**config.mk**
```make
export PLATFORM = sky130hd
export DESIGN_NAME = core_debug_master
export DESIGN_NICKNAME = d
export VERILOG_FILES = /design/src/rtl/dbg_pkg.sv /design/src/rtl/dbg_csr_xfer.sv /design/src/rtl/core_debug_master.sv
export SDC_FILE = /design/constraint.sdc
export NUM_CORES = 1
export LEC_CHECK = 0
export ABC_AREA = 1
export BUFFER_PORTS_ARGS = -buffer_cell sky130_fd_sc_hd__buf_2
export CELL_PAD_IN_SITES_DETAIL_PLACEMENT = 1
export CELL_PAD_IN_SITES_GLOBAL_PLACEMENT = 1
export CORE_MARGIN = 4
export CORE_UTILIZATION = 33
export DETAILED_ROUTE_END_ITERATION = 6
export PLACE_DENSITY_LB_ADDON = 0.1
export REMOVE_ABC_BUFFERS = 1
export SYNTH_ARGS = -nofsm -noshare
export SYNTH_HDL_FRONTEND = slang
export SYNTH_SLANG_ARGS = --single-unit
```
**constraint.sdc**
```tcl
create_clock -name clk -period 2.5 [get_ports clk]
set_clock_uncertainty 0.05 [all_clocks]
set_input_delay 0.125 -clock clk [delete_from_list [all_inputs] [get_ports clk]]
set_output_delay 0.125 -clock clk [all_outputs]
set_load 0.01 [all_outputs]
```
**src/rtl/dbg_pkg.sv**
```systemverilog
// dbg_pkg: shared types and constants for the core debug master.
//   dbg_op_e    - command opcodes offered by the command bridge
//   dbg_state_e - sequencing states of core_debug_master
//   CSR_*       - byte addresses of the core's debug CSR responder map
//   SNAP_WORDS  - number of pipeline instruction registers in a snapshot
//   snap_addr() - CSR address of snapshot word idx (IF..WB)
package dbg_pkg;

  typedef enum logic [1:0] {
    OP_READ  = 2'd0,
    OP_WRITE = 2'd1,
    OP_STEP  = 2'd2,
    OP_RSVD  = 2'd3
  } dbg_op_e;

  typedef enum logic [3:0] {
    S_IDLE,
    S_RD,
    S_RD_WAIT,
    S_WR,
    S_ST_EN,
    S_ST_N,
    S_POLL_RD,
    S_POLL_WAIT,
    S_POLL_GAP,
    S_SNAP_RD,
    S_SNAP_WAIT,
    S_RESP
  } dbg_state_e;

  localparam logic [5:0] CSR_CYCLE_LO = 6'h00;
  localparam logic [5:0] CSR_CYCLE_HI = 6'h04;
  localparam logic [5:0] CSR_STEP_EN  = 6'h08;
  localparam logic [5:0] CSR_STEPS    = 6'h0C;
  localparam logic [5:0] CSR_INSTR_IF = 6'h10;
  localparam logic [5:0] CSR_INSTR_WB = 6'h20;

  localparam int SNAP_WORDS = 5;

  function automatic logic [5:0] snap_addr(input logic [2:0] idx);
    return CSR_INSTR_IF + {1'b0, idx, 2'b00};
  endfunction

endpackage

```
**src/rtl/dbg_csr_xfer.sv**
```systemverilog
// dbg_csr_xfer: single-beat Avalon-MM transfer engine.
//   A one-cycle 'start' (with is_write/addr/wdata) produces one registered
//   m_read or m_write pulse on the next cycle. For reads, 'done' rises the
//   cycle the responder's readdata is valid (one cycle after the m_read
//   pulse) and 'rdata' carries that data during the same cycle.
// Ports:
//   clk, reset                 clock, synchronous active-high reset
//   start, is_write, addr,     transfer request from the sequencer
//   wdata
//   m_address, m_read,         Avalon-MM initiator outputs (registered)
//   m_write, m_writedata
//   m_readdata                 responder read data
//   done, rdata                read completion and its data
module dbg_csr_xfer (
  input  logic        clk,
  input  logic        reset,
  input  logic        start,
  input  logic        is_write,
  input  logic [5:0]  addr,
  input  logic [31:0] wdata,
  output logic [5:0]  m_address,
  output logic        m_read,
  output logic        m_write,
  output logic [31:0] m_writedata,
  input  logic [31:0] m_readdata,
  output logic        done,
  output logic [31:0] rdata
);

  // High during the cycle after an m_read pulse, when readdata is valid.
  logic data_phase;

  always_ff @(posedge clk) begin
    if (reset) begin
      m_address   <= '0;
      m_read      <= 1'b0;
      m_write     <= 1'b0;
      m_writedata <= '0;
      data_phase  <= 1'b0;
    end else begin
      m_read     <= start & ~is_write;
      m_write    <= start & is_write;
      data_phase <= m_read;
      if (start) begin
        m_address   <= addr;
        m_writedata <= is_write ? wdata : '0;
      end
    end
  end

  assign done  = data_phase;
  assign rdata = data_phase ? m_readdata : '0;

endmodule

```
**src/rtl/core_debug_master.sv**
```systemverilog
// core_debug_master: Avalon-MM initiator for the core's debug CSR port.
//   Turns single-beat READ/WRITE commands into CSR transfers and runs the
//   STEP sequence: STEP_EN<=1, STEPS<=N, then poll STEPS every POLL_GAP idle
//   cycles until it reads 0 or POLL_TIMEOUT polls have seen a nonzero value.
// Optional feature: define DBG_TRACE_SNAPSHOT_EN to read the five pipeline
//   instruction registers (IF..WB) after a successful STEP into snap_instr.
//   Without it snap_instr is tied to zero; the port list is unchanged.
// Ports:
//   clk, reset                      clock, synchronous active-high reset
//   cmd_valid/cmd_ready/cmd_op/     command channel (accepted in IDLE only)
//   cmd_addr/cmd_wdata
//   rsp_valid/rsp_rdata/rsp_error   one-cycle response per accepted command
//   m_address/m_read/m_readdata/    Avalon-MM initiator to the CSR responder
//   m_write/m_writedata
//   snap_instr                      [0]=IF .. [4]=WB from the last STEP
//   busy                            ~cmd_ready
module core_debug_master
  import dbg_pkg::*;
#(
  parameter int POLL_GAP     = 4,
  parameter int POLL_TIMEOUT = 1024
) (
  input  logic                        clk,
  input  logic                        reset,
  input  logic                        cmd_valid,
  output logic                        cmd_ready,
  input  logic [1:0]                  cmd_op,
  input  logic [5:0]                  cmd_addr,
  input  logic [31:0]                 cmd_wdata,
  output logic                        rsp_valid,
  output logic [31:0]                 rsp_rdata,
  output logic                        rsp_error,
  output logic [5:0]                  m_address,
  output logic                        m_read,
  input  logic [31:0]                 m_readdata,
  output logic                        m_write,
  output logic [31:0]                 m_writedata,
  output logic [SNAP_WORDS-1:0][31:0] snap_instr,
  output logic                        busy
);

  localparam int GW = (POLL_GAP > 1) ? $clog2(POLL_GAP) : 1;
  localparam int PW = (POLL_TIMEOUT > 1) ? $clog2(POLL_TIMEOUT) : 1;

  dbg_state_e  state;
  logic [5:0]  addr_reg;
  logic [31:0] wdata_reg;
  logic [GW-1:0] gap_cnt_reg;
  logic [PW-1:0] poll_cnt_reg;

  logic        cmd_bad;
  logic        xfer_start;
  logic        xfer_is_write;
  logic [5:0]  xfer_addr;
  logic [31:0] xfer_wdata;
  logic        xfer_done;
  logic [31:0] xfer_rdata;

`ifdef DBG_TRACE_SNAPSHOT_EN
  logic [2:0]                  snap_idx_reg;
  logic [SNAP_WORDS-1:0][31:0] snap_reg;
`endif

  // Command validation, evaluated on the accept cycle. Misaligned WRITE
  // addresses are covered by the STEP_EN/STEPS-only rule.
  always_comb begin
    cmd_bad = 1'b0;
    case (dbg_op_e'(cmd_op))
      OP_READ:  cmd_bad = (cmd_addr[1:0] != 2'b00) || (cmd_addr > CSR_INSTR_WB);
      OP_WRITE: cmd_bad = (cmd_addr != CSR_STEP_EN) && (cmd_addr != CSR_STEPS);
      OP_STEP:  cmd_bad = 1'b0;
      default:  cmd_bad = 1'b1;
    endcase
  end

  // Issue states last exactly one cycle, so 'start' is a one-cycle pulse.
  always_comb begin
    xfer_start    = 1'b0;
    xfer_is_write = 1'b0;
    xfer_addr     = '0;
    xfer_wdata    = '0;
    case (state)
      S_RD: begin
        xfer_start = 1'b1;
        xfer_addr  = addr_reg;
      end
      S_WR: begin
        xfer_start    = 1'b1;
        xfer_is_write = 1'b1;
        xfer_addr     = addr_reg;
        xfer_wdata    = wdata_reg;
      end
      S_ST_EN: begin
        xfer_start    = 1'b1;
        xfer_is_write = 1'b1;
        xfer_addr     = CSR_STEP_EN;
        xfer_wdata    = 32'd1;
      end
      S_ST_N: begin
        xfer_start    = 1'b1;
        xfer_is_write = 1'b1;
        xfer_addr     = CSR_STEPS;
        xfer_wdata    = wdata_reg;
      end
      S_POLL_RD: begin
        xfer_start = 1'b1;
        xfer_addr  = CSR_STEPS;
      end
`ifdef DBG_TRACE_SNAPSHOT_EN
      S_SNAP_RD: begin
        xfer_start = 1'b1;
        xfer_addr  = snap_addr(snap_idx_reg);
      end
`endif
      default: ;
    endcase
  end

  dbg_csr_xfer u_xfer (
    .clk         (clk),
    .reset       (reset),
    .start       (xfer_start),
    .is_write    (xfer_is_write),
    .addr        (xfer_addr),
    .wdata       (xfer_wdata),
    .m_address   (m_address),
    .m_read      (m_read),
    .m_write     (m_write),
    .m_writedata (m_writedata),
    .m_readdata  (m_readdata),
    .done        (xfer_done),
    .rdata       (xfer_rdata)
  );

  // Sequencer. Every entry into S_RESP loads rsp_valid/rsp_error/rsp_rdata
  // on the same edge so the response is visible for the single RESP cycle.
  always_ff @(posedge clk) begin
    if (reset) begin
      state        <= S_IDLE;
      cmd_ready    <= 1'b1;
      rsp_valid    <= 1'b0;
      rsp_error    <= 1'b0;
      rsp_rdata    <= '0;
      addr_reg     <= '0;
      wdata_reg    <= '0;
      gap_cnt_reg  <= '0;
      poll_cnt_reg <= '0;
`ifdef DBG_TRACE_SNAPSHOT_EN
      snap_idx_reg <= '0;
      snap_reg     <= '0;
`endif
    end else begin
      rsp_valid <= 1'b0;
      case (state)
        S_IDLE: begin
          if (cmd_valid && cmd_ready) begin
            cmd_ready <= 1'b0;
            addr_reg  <= cmd_addr;
            wdata_reg <= cmd_wdata;
            if (cmd_bad) begin
              state     <= S_RESP;
              rsp_valid <= 1'b1;
              rsp_error <= 1'b1;
              rsp_rdata <= '0;
            end else begin
              case (dbg_op_e'(cmd_op))
                OP_READ:  state <= S_RD;
                OP_WRITE: state <= S_WR;
                default: begin
                  state        <= S_ST_EN;
                  poll_cnt_reg <= '0;
                end
              endcase
            end
          end
        end
        S_RD:      state <= S_RD_WAIT;
        S_RD_WAIT: begin
          if (xfer_done) begin
            state     <= S_RESP;
            rsp_valid <= 1'b1;
            rsp_error <= 1'b0;
            rsp_rdata <= xfer_rdata;
          end
        end
        S_WR: begin
          state     <= S_RESP;
          rsp_valid <= 1'b1;
          rsp_error <= 1'b0;
          rsp_rdata <= '0;
        end
        S_ST_EN: begin
          if (wdata_reg == 32'd0) begin
            state     <= S_RESP;
            rsp_valid <= 1'b1;
            rsp_error <= 1'b0;
            rsp_rdata <= '0;
          end else begin
            state <= S_ST_N;
          end
        end
        S_ST_N:    state <= S_POLL_RD;
        S_POLL_RD: state <= S_POLL_WAIT;
        S_POLL_WAIT: begin
          if (xfer_done) begin
            if (xfer_rdata == 32'd0) begin
`ifdef DBG_TRACE_SNAPSHOT_EN
              state        <= S_SNAP_RD;
              snap_idx_reg <= '0;
`else
              state     <= S_RESP;
              rsp_valid <= 1'b1;
              rsp_error <= 1'b0;
              rsp_rdata <= '0;
`endif
            end else if (poll_cnt_reg == PW'(POLL_TIMEOUT - 1)) begin
              // Timed out: STEP_EN stays set and the old snapshot is kept.
              state     <= S_RESP;
              rsp_valid <= 1'b1;
              rsp_error <= 1'b1;
              rsp_rdata <= xfer_rdata;
            end else begin
              state        <= S_POLL_GAP;
              poll_cnt_reg <= poll_cnt_reg + 1'b1;
              gap_cnt_reg  <= GW'(POLL_GAP - 1);
            end
          end
        end
        S_POLL_GAP: begin
          if (gap_cnt_reg == '0) begin
            state <= S_POLL_RD;
          end else begin
            gap_cnt_reg <= gap_cnt_reg - 1'b1;
          end
        end
`ifdef DBG_TRACE_SNAPSHOT_EN
        S_SNAP_RD: state <= S_SNAP_WAIT;
        S_SNAP_WAIT: begin
          if (xfer_done) begin
            snap_reg[snap_idx_reg] <= xfer_rdata;
            if (snap_idx_reg == 3'(SNAP_WORDS - 1)) begin
              state     <= S_RESP;
              rsp_valid <= 1'b1;
              rsp_error <= 1'b0;
              rsp_rdata <= '0;
            end else begin
              state        <= S_SNAP_RD;
              snap_idx_reg <= snap_idx_reg + 1'b1;
            end
          end
        end
`endif
        S_RESP: begin
          state     <= S_IDLE;
          cmd_ready <= 1'b1;
          rsp_error <= 1'b0;
        end
        default: begin
          state     <= S_IDLE;
          cmd_ready <= 1'b1;
        end
      endcase
    end
  end

`ifdef DBG_TRACE_SNAPSHOT_EN
  assign snap_instr = snap_reg;
`else
  assign snap_instr = '0;
`endif

  assign busy = ~cmd_ready;

endmodule
```
==> impl_metrics.sql, run 1 <==
INSERT INTO impl_metrics (metric_group, metric, value, unit) VALUES
('drt', 'wl_per_cell', '14.05', 'um'),
('sta', 'final-setup-viol-count', '0', ''),
('placed_design', 'dp.final_hpwl', '14360', 'um'),
('worst_setup_path', 'worstSetupStartpointType', 'flop', ''),
('sta', 'clock.fmax', '464.5', 'MHz'),
('placed_design', 'pre_cts_ws', '328.2', 'ps'),
('final_layout', 'layout.cells.non_filler', '1485', ''),
('drt', 'route.vias.total', '6487', ''),
('hold_path', 'holdCritStartpoint', 'm_readdata[24]', ''),
('hold_path', 'hold-path-cell-count', '5', ''),
('power', 'power_per_cell_area', '1024', 'nW/um^2'),
('power', 'share_clk_of_total_power', '0.291', ''),
('status', 'status', 'finished, final reports clean', ''),
('final_layout', 'most-common-layout-cells', '230 x sky130_fd_sc_hd__nand2_1, 160 x sky130_fd_sc_hd__conb_1, 159 x sky130_fd_sc_hd__a21oi_1, 150 x sky130_fd_sc_hd__buf_2, 130 x sky130_fd_sc_hd__dfxtp_1', ''),
('sta', 'relSlewSlack', '0.5175', ''),
('synth', 'postSynthRegisterBits', '130', ''),
('worst_setup_path', 'crit_path_max_incr_delay', '410', 'ps'),
('sta', 'final_worst_slack', '347.3', 'ps'),
('power', 'power.share.switching', '0.3976', ''),
('power', 'static_leakage', '0.004134', 'uW'),
('cts', 'postCtsSetupBuffers', '0', ''),
('drt', 'antenna_violating_nets_post_route', '0', ''),
('placed_design', 'place.port_buffers', '150', ''),
('final_layout', 'share_of_final_layout_standard_cells_stronger_than_drive_strength_1', '0.1744', ''),
('power', 'sequentialPowerShare', '0.334', ''),
('cts', 'cts_tree', 'done', ''),
('die', 'die_height', '155.8', 'um'),
('worst_setup_path', 'r2r_slack', '350', 'ps'),
('synth', 'post_synth_inst_count', '1030', ''),
('sta', 'final_critical_delay_including_setup_and_external_delays', '2153', 'ps'),
('final_layout', 'final_common_cell', 'sky130_fd_sc_hd__nand2_1', ''),
('cts', 'insertion_delay', '430', 'ps'),
('synth', 'post_synth_num_cell_types', '31', ''),
('cts', 'maximum_number_of_buffers_from_clock_root_to_sink', '2', ''),
('worst_setup_path', 'critPathArrivalTime', '2410', 'ps'),
('power', 'comb_power_share', '0.375', ''),
('worst_setup_path', 'r2r_endpoint', 'rsp_rdata[15]', ''),
('final_layout', 'multi_input_area', '3446', 'um^2'),
('worst_setup_path', 'critPathMaxFanout', '53', ''),
('placed_design', 'place_inst', '1415', ''),
('hold_path', 'worstHoldPathType', 'input pin to flop', ''),
('die', 'core_region_area', '21220', 'um^2'),
('flow_run', 'drv_cap', '0', ''),
('drt', 'detail_route.first_pass.iterations', '4', ''),
('drt', 'detail_route.vias_per_cell', '4.368', ''),
('power', 'total_power', '8757', 'uW'),
('die', 'pin_count', '311', ''),
('cts', 'clkTransAtPathRegs', '70', 'ps'),
('power', 'total_switching_power', '3482', 'uW'),
('power', 'p_int', '5276', 'uW'),
('final_layout', 'final-seq-area', '2603', 'um^2'),
('sta', 'slew_violations', '0', ''),
('sta', 'finalHoldViolations', '0', ''),
('worst_setup_path', 'crit_path_cell_trace', 'ha_1 -> nand2_1 -> nor3_1 -> nand4_1 -> nand2_2 -> nand3_2 -> buf_4 -> a21oi_1 -> nor2_1', ''),
('worst_setup_path', 'reg2reg_from', 'poll_cnt_reg[0]', ''),
('global_route', 'grt_pass1_wl', '33060', 'um'),
('hold_path', 'hold-path-endpoint', 'rsp_rdata[24]', ''),
('die', 'design.die.area', '24270', 'um^2'),
('cts', 'clock-root-buffer', 'sky130_fd_sc_hd__clkbuf_16', ''),
('drt', 'drt_first_iter_violations', '181', ''),
('worst_setup_path', 'type_of_the_worst_setup_path', 'flop to flop', ''),
('global_route', 'antenna_found_initial', '0', ''),
('synth', 'post_synth_instance_area', '7208', 'um^2'),
('global_route', 'globalRoute.totalOverflow', '0', ''),
('die', 'row_count', '53', ''),
('worst_setup_path', 'critPathRequiredTime', '2760', 'ps'),
('final_layout', 'count_of_nets_after_finishing', '1275', ''),
('global_route', 'grt_start_max_net_pins', '77', ''),
('worst_setup_path', 'worstSetupEndpointType', 'flop', ''),
('power', 'worst_ir_drop_vdd', '0.5042', 'mV'),
('sta', 'worst_max_slew_pin_slew', '723.7', 'ps');
-- area by class of cell --
class                   count  area share
clock buffers              17     0.04977
clock inverters            14     0.01991
inverters                  69     0.03030
multi-input cells         773      0.4031
flip-flops and latches    130      0.3045
well taps                 275     0.04025
repair buffers            207      0.1522
-- how the worst max path moves through the flow --
stage / slack, ps / to / cells after the start / startpoint
final: 350 / rsp_rdata[15] / 9 / poll_cnt_reg[0]
after floorplan: -1840 / rsp_rdata[0] / 9 / state[1]
after global placement: 380 / rsp_rdata[14] / 13 / u_xfer.done
after global routing: 70 / rsp_rdata[30] / 10 / poll_cnt_reg[0]
after detailed placement: 330 / rsp_rdata[30] / 13 / u_xfer.done
after CTS: 310 / rsp_rdata[14] / 10 / poll_cnt_reg[0]
-- worst max-delay path, delay by kind of cell (launching register included) --
family | cells | cell delay [ps]
AOI/OAI and AO/OA | 1 | 230
and+or+nand+nor | 6 | 840
buffers and inverters | 1 | 310
adders and majority gates | 1 | 200
DFF | 1 | 410
-- Yosys cell counts, drive strengths merged --
master / n / area (um^2)
nand2: 232 / 875.8
buf: 185 / 1390
a21oi: 160 / 804.5
dfxtp: 130 / 2603
nor2: 90 / 347.8
inv: 69 / 259.0
o21ai: 43 / 215.2
nand3b: 35 / 262.8
clkbuf: 32 / 120.1
nand3: 27 / 140.1
nor3: 7 / 35.03
xor2: 5 / 43.79
nand4: 4 / 25.02
ha: 2 / 25.02
or2: 2 / 12.51
a211oi: 1 / 7.510
a21boi: 1 / 7.510
a31oi: 1 / 6.260
conb: 1 / 3.750
o211ai: 1 / 7.510
o21bai: 1 / 7.510
xnor2: 1 / 8.760
-- stage by stage --
stage	util	hold slack (ps)	TNS (ps)
after CTS	0.4028	41.49	0
after global routing	0.4028	83.38	0
after global placement	0.3564	355.7	0
after detailed placement	0.3564	367.7	0
final	0.4028	64.73	0
after floorplan	-	144.1	-62800
-- power groups by stage --
stage	clock network, uW	registers (uW)	logic (uW)
3_3_place_gp	0	2970	3220
2_1_floorplan	0	3030	2010
4_1_cts	2620	2940	3330
5_1_grt	2720	2990	3770
6_report	2550	2930	3280
3_5_place_dp	0	2970	3270
-- what timing repair did --
item / CTS / global route
hold buffers: 39 / 0
hold endpoints to repair: 41 / 0
gates resized for setup: 0 / 0
-- logic make-up after synthesis --
kind of cell,synth area share
xor gates and xnor gates,0.007290
adders and majority gates,0.003471
DFF,0.3610
other,0.0005202
and+or+nand+nor,0.2357
buffers and inverters,0.2454
AOI/OAI and AO/OA,0.1465
-- per-layer routing --
layer  GRT usage  up-vias  share of wire
met5           0        -              0
met4     0.03752        0         0.0084
met3     0.03800       15          0.055
met2      0.2987      170           0.51
met1      0.2024     2981           0.43
li1            -     3321              -
No activity file was read; power rests on OpenSTA's default activity.
==> run 2: changes to the inputs <==
- clock period: 2.5 -> 2.3 ns (I/O delays scaled with it)
==> run 2 against run 1 <==
  * Register-to-register slack worse by 20 ps
  * Die area stayed put
  * Sequential power is 8.2% higher
  * Global-route usage is 0.23 points lower
  * Sequential share of layout area is 0.22 points lower
  * Hold slack worse by 11 ps
  * Wire length is 2.2% lower
  * First-iteration DRC count is 23% higher
  * Non-clock buffer count is 2 higher
==> impl_metrics.sql, run 2 (synthesized netlist as in run 1, its figures left out) <==
INSERT INTO impl_metrics (metric_group, metric, value, unit) VALUES
('worst_setup_path', 'worstSetupEndpointType', 'flop', ''),
('placed_design', 'place.port_buffers', '150', ''),
('worst_setup_path', 'critPathBufInv', '1', ''),
('power', 'static_leakage', '0.004160', 'uW'),
('worst_setup_path', 'critPathRequiredTime', '2520', 'ps'),
('cts', 'cts_buffers', '17', ''),
('final_layout', 'count_of_nets_after_finishing', '1277', ''),
('worst_setup_path', 'worstSetupStartpointType', 'flop', ''),
('die', 'start_util', '0.3397', ''),
('global_route', 'grt_start_max_net_pins', '77', ''),
('die', 'pin_count', '311', ''),
('sta', 'finalHoldViolations', '0', ''),
('global_route', 'antenna_found_initial', '0', ''),
('placed_design', 'dp.final_hpwl', '14420', 'um'),
('worst_setup_path', 'crit_path_max_incr_delay', '410', 'ps'),
('sta', 'relSlewSlack', '0.5459', ''),
('power', 'power_per_cell_area', '1105', 'nW/um^2'),
('power', 'total_power', '9512', 'uW'),
('sta', 'grt_setup_unrepaired', 'false', ''),
('hold_path', 'worstHoldPathType', 'input pin to flop', ''),
('drt', 'wl_per_cell', '13.71', 'um'),
('worst_setup_path', 'type_of_the_worst_setup_path', 'flop to flop', ''),
('final_layout', 'share_of_final_layout_standard_cells_stronger_than_drive_strength_1', '0.1781', ''),
('hold_path', 'hold-path-endpoint', 'rsp_rdata[10]', ''),
('cts', 'maximum_number_of_buffers_from_clock_root_to_sink', '2', ''),
('global_route', 'grt_pass1_vias', '6415', ''),
('final_layout', 'most-common-layout-cells', '230 x sky130_fd_sc_hd__nand2_1, 160 x sky130_fd_sc_hd__conb_1, 159 x sky130_fd_sc_hd__a21oi_1, 150 x sky130_fd_sc_hd__buf_2, 130 x sky130_fd_sc_hd__dfxtp_1', ''),
('worst_setup_path', 'reg2reg_from', 'poll_cnt_reg[0]', ''),
('worst_setup_path', 'crit_path_cell_trace', 'ha_1 -> nand2_1 -> nor3_2 -> nand4_1 -> nand2_2 -> nand2_1 -> buf_4 -> nand3_1 -> a21oi_1', ''),
('drt', 'route.final.wire_length', '20400', 'um'),
('global_route', 'grt_use_total', '0.1641', ''),
('sta', 'final_worst_slack', '326.1', 'ps'),
('global_route', 'grt_pass1_wl', '32830', 'um'),
('sta', 'slew_violations', '0', ''),
('drt', 'drt_first_iter_violations', '222', ''),
('final_layout', 'layout.cells.non_filler', '1488', ''),
('worst_setup_path', 'ff2ff_path_depth', '9', ''),
('sta', 'final_critical_delay_including_setup_and_external_delays', '1974', 'ps'),
('cts', 'clkTransAtPathRegs', '60', 'ps'),
('power', 'worst_ir_drop_vdd', '0.5284', 'mV'),
('final_layout', 'flow.area_growth_from_synthesis', '19.44', '%'),
('sta', 'fin_crit_sh', '0.8582', ''),
('placed_design', 'place_congestion', '0.7974', ''),
('die', 'design.die.area', '24270', 'um^2'),
('global_route', 'globalRoute.totalOverflow', '0', ''),
('die', 'die-width', '155.8', 'um'),
('final_layout', 'fill_cells', '2759', ''),
('drt', 'drc_errors', '0', ''),
('worst_setup_path', 'critPathMaxFanout', '9', ''),
('final_layout', 'final_common_cell', 'sky130_fd_sc_hd__nand2_1', ''),
('cts', 'insertion_delay', '420', 'ps'),
('placed_design', 'place_inst', '1418', ''),
('worst_setup_path', 'instance_count_on_the_critical_path', '9', ''),
('cts', 'numClockSinks', '130', ''),
('worst_setup_path', 'cp_top_family', 'simple AND/OR/NAND/NOR gates', ''),
('drt', 'antenna_violating_nets_post_route', '0', ''),
('die', 'core_region_area', '21220', 'um^2'),
('worst_setup_path', 'r2r_slack', '330', 'ps'),
('cts', 'cts_max_level', '4', ''),
('hold_path', 'hold-path-cell-count', '5', ''),
('worst_setup_path', 'critical-path-slowest-cell', 'sky130_fd_sc_hd__dfxtp_1', ''),
('drt', 'route.vias.total', '6483', ''),
('cts', 'cts_tree', 'done', ''),
('final_layout', 'antenna_cells', '0', ''),
('sta', 'clock.fmax', '506.6', 'MHz'),
('die', 'die_height', '155.8', 'um'),
('cts', 'postCtsSetupBuffers', '0', ''),
('sta', 'final-setup-viol-count', '0', ''),
('cts', 'clock-root-buffer', 'sky130_fd_sc_hd__clkbuf_16', ''),
('worst_setup_path', 'critPathArrivalTime', '2190', 'ps'),
('hold_path', 'holdCritStartpoint', 'm_readdata[10]', ''),
('drt', 'detail_route.vias_per_cell', '4.357', ''),
('worst_setup_path', 'timing.critical_path.mode_cell', 'sky130_fd_sc_hd__nand2_1', ''),
('final_layout', 'final-seq-area', '2603', 'um^2'),
('die', 'row_count', '53', ''),
('status', 'status', 'finished, final reports clean', ''),
('worst_setup_path', 'r2r_endpoint', 'poll_cnt_reg[2]', ''),
('final_layout', 'multi_input_area', '3456', 'um^2'),
('drt', 'detail_route.first_pass.iterations', '5', ''),
('sta', 'worst_max_slew_pin_slew', '681.2', 'ps'),
('placed_design', 'pre_cts_ws', '235.3', 'ps'),
('flow_run', 'drv_cap', '0', '');
## run 2: area by class of cell
cell class / instances / area share
Inverter: 69 / 0.03008
Clock buffer: 18 / 0.05101
Sequential cell: 130 / 0.3023
Clock inverter: 14 / 0.01788
Tap cell: 275 / 0.03997
Timing Repair Buffer: 209 / 0.1574
Multi-Input combinational cell: 773 / 0.4014
## run 2: repair_timing
action,CTS,global route
gates resized for setup,0,3
endpoints found under the setup margin,0,5
hold endpoints to repair,38,0
hold buffers,38,0
## run 2: metrics by stage
step                utilization  setup TNS, ps  hold slack [ps]  area [um^2]
floorplan                     -         -78440            134.1         6295
CTS                      0.4051              0            41.30         8596
global placement         0.3592              0            351.2         7622
finish                   0.4057              0            54.03         8610
detailed placement       0.3592              0            354.5         7622
global route             0.4057              0            79.57         8610
## run 2: power by group
group          switching [uW]  internal, uW  total [uW]
clock network            1090          1640        2730
logic                    2300          1310        3610
registers                 338          2830        3170
## run 2: how the worst max path moves through the flow
stage	startpoint	to
after floorplan	state[1]	rsp_rdata[0]
after global placement	u_xfer.done	poll_cnt_reg[3]
after detailed placement	poll_cnt_reg[0]	poll_cnt_reg[5]
after CTS	poll_cnt_reg[0]	poll_cnt_reg[5]
after global routing	u_xfer.done	poll_cnt_reg[5]
final	poll_cnt_reg[0]	poll_cnt_reg[2]
## run 2: tightest hold or removal path: stages
cell	delay, ps
sky130_fd_sc_hd__buf_2	100
sky130_fd_sc_hd__nand2_1	70
sky130_fd_sc_hd__a21oi_1	40
sky130_fd_sc_hd__a21oi_1	100
sky130_fd_sc_hd__nor2_1	50
## run 2: routing by layer
layer | GRT usage | share of wire | vias up
met2 | 0.2847 | 0.50 | 175
li1 | - | - | 3310
met1 | 0.2058 | 0.43 | 2978
met4 | 0.04669 | 0.015 | 0
met5 | 0 | 0 | -
met3 | 0.03440 | 0.056 | 20
==> run 3: changes to the inputs <==
- ABC_AREA: 1 -> default
- CAP_MARGIN: default -> 20
==> run 3 against run 2 <==
  * First-iteration DRC count is 4.5% higher
  * Critical endpoint is now poll_cnt_reg[0]
  * Die area is 7.6% lower
  * Clock power is 7% lower
  * Worst setup slack worse by 190 ps
  * Wire length is 4.4% lower
==> impl_metrics.sql, run 3 <==
INSERT INTO impl_metrics (metric_group, metric, value, unit) VALUES
('status', 'status', 'finished, final reports clean', ''),
('cts', 'cts_max_level', '4', ''),
('worst_setup_path', 'reg2reg_from', 'wdata_reg[23]', ''),
('final_layout', 'fill_cells', '2407', ''),
('worst_setup_path', 'critPathMaxFanout', '14', ''),
('drt', 'route.final.wire_length', '19500', 'um'),
('cts', 'numClockSinks', '130', ''),
('power', 'static_leakage', '0.003774', 'uW'),
('synth', 'ys_dominant_reg_cell', 'sky130_fd_sc_hd__dfxtp_1', ''),
('worst_setup_path', 'r2r_endpoint', 'rsp_rdata[23]', ''),
('synth', 'synth_warnings', '0', ''),
('die', 'start_util', '0.3387', ''),
('die', 'die-width', '149.8', 'um'),
('synth', 'synth_common_cells', '161 x sky130_fd_sc_hd__buf_4, 133 x sky130_fd_sc_hd__nand2_1, 130 x sky130_fd_sc_hd__dfxtp_1, 60 x sky130_fd_sc_hd__a21oi_1, 55 x sky130_fd_sc_hd__nor2_1', ''),
('power', 'share_clk_of_total_power', '0.306', ''),
('placed_design', 'placed_area', '7132', 'um^2'),
('final_layout', 'share_of_final_layout_standard_cells_stronger_than_drive_strength_1', '0.2048', ''),
('final_layout', 'final_area', '8417', 'um^2'),
('synth', 'cell_with_the_most_instances_after_synthesis', 'sky130_fd_sc_hd__buf_4', ''),
('power', 'sequentialPowerShare', '0.328', ''),
('cts', 'insertion_delay', '420', 'ps'),
('global_route', 'antenna_found_initial', '0', ''),
('worst_setup_path', 'worstSetupStartpointType', 'input pin', ''),
('final_layout', 'final_common_cell', 'sky130_fd_sc_hd__conb_1', ''),
('synth', 'postSynthRegisterBits', '130', ''),
('sta', 'fin_crit_sh', '0.9401', ''),
('sta', 'relSlewSlack', '0.5773', ''),
('die', 'design.die.area', '22440', 'um^2'),
('cts', 'clock-root-buffer', 'sky130_fd_sc_hd__clkbuf_16', ''),
('synth', 'post_synth_num_cell_types', '56', ''),
('drt', 'antenna_violating_nets_post_route', '0', ''),
('worst_setup_path', 'critPathRequiredTime', '2550', 'ps'),
('sta', 'slew_violations', '0', ''),
('final_layout', 'count_of_nets_after_finishing', '1102', ''),
('worst_setup_path', 'type_of_the_worst_setup_path', 'input pin to flop', ''),
('synth', 'post_synth_instance_area', '6635', 'um^2'),
('final_layout', 'multi_input_area', '3227', 'um^2'),
('worst_setup_path', 'r2r_slack', '150', 'ps'),
('synth', 'synth_top_cell_area_share', '0.3922', ''),
('sta', 'grt_setup_unrepaired', 'false', ''),
('cts', 'postCtsSetupBuffers', '0', ''),
('global_route', 'grt_pass1_wl', '30280', 'um'),
('synth', 'postSynth.asyncResetShare', '0', ''),
('cts', 'maximum_number_of_buffers_from_clock_root_to_sink', '2', ''),
('cts', 'cts_tree', 'done', ''),
('die', 'die_height', '149.8', 'um'),
('hold_path', 'hold-path-endpoint', 'cmd_ready', ''),
('power', 'comb_power_share', '0.366', ''),
('global_route', 'grt_pass1_vias', '5789', ''),
('power', 'p_int', '5288', 'uW'),
('global_route', 'grt_start_max_net_pins', '123', ''),
('placed_design', 'place.port_buffers', '150', ''),
('final_layout', 'final-seq-area', '2603', 'um^2'),
('power', 'total_switching_power', '3038', 'uW'),
('sta', 'final-setup-viol-count', '0', ''),
('synth', 'count_of_flip_flops_with_a_built_in_enable_after_synthesis', '0', ''),
('power', 'power.share.switching', '0.3649', ''),
('final_layout', 'flow.area_growth_from_synthesis', '26.85', '%'),
('worst_setup_path', 'critPathArrivalTime', '2410', 'ps'),
('drt', 'route.vias.total', '5734', ''),
('synth', 'post_synth_inst_count', '810', ''),
('global_route', 'globalRoute.totalOverflow', '0', ''),
('placed_design', 'place_congestion', '0.7921', ''),
('hold_path', 'holdCritStartpoint', 'cmd_valid', ''),
('sta', 'worst_max_slew_pin_slew', '631.6', 'ps'),
('die', 'pin_count', '311', ''),
('drt', 'drc_errors', '0', ''),
('flow_run', 'drv_cap', '0', ''),
('drt', 'drt_first_iter_violations', '232', ''),
('sta', 'final_critical_delay_including_setup_and_external_delays', '2162', 'ps'),
('drt', 'detail_route.vias_per_cell', '4.404', ''),
('sta', 'finalHoldViolations', '0', ''),
('power', 'total_power', '8326', 'uW'),
('final_layout', 'fin_util', '0.4296', ''),
('sta', 'final.hold.worst_slack', '103.6', 'ps'),
('sta', 'setup_tns_final', '0', 'ps'),
('cts', 'clkTransAtPathRegs', '60', 'ps'),
('cts', 'cts_buffers', '17', ''),
('hold_path', 'hold-path-cell-count', '5', ''),
('synth', 'synth_area_per_cell', '8.191', 'um^2'),
('drt', 'detail_route.first_pass.iterations', '4', ''),
('die', 'row_count', '51', ''),
('synth', 'yosysSeqAreaShare', '0.3922', ''),
('power', 'worst_ir_drop_vdd', '0.6016', 'mV'),
('sta', 'clock.fmax', '462.5', 'MHz'),
('die', 'core_region_area', '19590', 'um^2'),
('worst_setup_path', 'worstSetupEndpointType', 'flop', ''),
('global_route', 'grt_use_total', '0.1682', ''),
('synth', 'synthTopCellsByArea', 'sky130_fd_sc_hd__dfxtp_1 39%, sky130_fd_sc_hd__buf_4 18%, sky130_fd_sc_hd__nand2_1 7.5%', ''),
('final_layout', 'most-common-layout-cells', '160 x sky130_fd_sc_hd__conb_1, 149 x sky130_fd_sc_hd__buf_2, 133 x sky130_fd_sc_hd__nand2_1, 130 x sky130_fd_sc_hd__dfxtp_1, 70 x sky130_fd_sc_hd__dlygate4sd3_1', ''),
('worst_setup_path', 'ff2ff_path_depth', '7', ''),
('synth', 'post-synth-top-area-cell', 'sky130_fd_sc_hd__dfxtp_1', ''),
('power', 'power_per_cell_area', '989.3', 'nW/um^2'),
('placed_design', 'dp.final_hpwl', '13540', 'um'),
('hold_path', 'worstHoldPathType', 'input pin to flop', ''),
('drt', 'wl_per_cell', '14.98', 'um');
run 3: cell count changes after synthesis, moves of 33 or more:
cell and change:
sky130_fd_sc_hd__nand3b_1 -34, sky130_fd_sc_hd__nand2b_1 +35, sky130_fd_sc_hd__a21oi_1 -99, sky130_fd_sc_hd__nor2_1 -33, sky130_fd_sc_hd__inv_1 -57, sky130_fd_sc_hd__nand2_1 -97
sky130_fd_sc_hd__a22oi_1 +35
run 3: critical path, cell delays in order:
cell	delay [ps]
sky130_fd_sc_hd__dlygate4sd3_1	540
sky130_fd_sc_hd__buf_2	130
sky130_fd_sc_hd__nor4_1	350
sky130_fd_sc_hd__nand4_1	250
sky130_fd_sc_hd__o22ai_2	250
sky130_fd_sc_hd__buf_4	170
sky130_fd_sc_hd__o32a_4	230
sky130_fd_sc_hd__buf_4	150
sky130_fd_sc_hd__xor2_1	160
sky130_fd_sc_hd__nor2_1	50
run 3: routing by layer:
metal / track usage / vias to the layer above / share of wire
met5: 0 / - / 0
met4: 0.03934 / 0 / 0.012
met3: 0.06208 / 15 / 0.073
met2: 0.2778 / 179 / 0.48
met1: 0.2098 / 2694 / 0.44
li1: - / 2846 / -
run 3: layout make-up:
class	instances	area share
Antenna cell	2	0.0005946
Clock inverter	5	0.006392
Inverter	11	0.004906
Sequential cell	130	0.3092
Tap cell	265	0.03939
Multi-Input combinational cell	623	0.3834
Clock buffer	24	0.05842
Timing Repair Buffer	242	0.1977
run 3: worst max path at each step:
stage / to / from / slack [ps]
2_1_floorplan: poll_cnt_reg[0] / state[0] / -1260
3_3_place_gp: rsp_rdata[16] / wdata_reg[24] / 110
3_5_place_dp: rsp_rdata[2] / wdata_reg[24] / 100
4_1_cts: rsp_rdata[2] / wdata_reg[24] / 100
5_1_grt: rsp_rdata[16] / wdata_reg[16] / 2
6_report: poll_cnt_reg[0] / m_readdata[10] / 140
run 3: power groups by stage:
stage,clock network (uW),registers [uW],logic (uW)
after floorplan,0,2850,1730
after global placement,0,2770,2910
after detailed placement,0,2770,2900
after CTS,2630,2730,3000
after global routing,2720,2770,3360
final,2550,2730,3050
run 3: stage by stage:
step / instances / worst slack [ps]
after floorplan: 764 / -1260
after global placement: 1200 / 109.7
after detailed placement: 1200 / 104.1
after CTS: 1299 / 103.6
after global routing: 1300 / 2.405
final: 1302 / 137.9
run 3: cells by family (layout without fill, tap and decap cells):
family,after synthesis,after routing,share of synthesized area
flops,130,130,0.3922
buf+inv,216,282,0.2159
fa+ha+maj,2,2,0.003771
other cells,1,162,0.0005652
xor+xnor,1,1,0.001320
simple gates,290,290,0.2054
compound gates,138,138,0.1326
mux,32,32,0.04827
run 3: what timing repair did:
action,CTS,global route
endpoints found under the hold margin,70,0
gates resized for setup,0,1
hold buffers,70,0
endpoints found under the setup margin,0,34
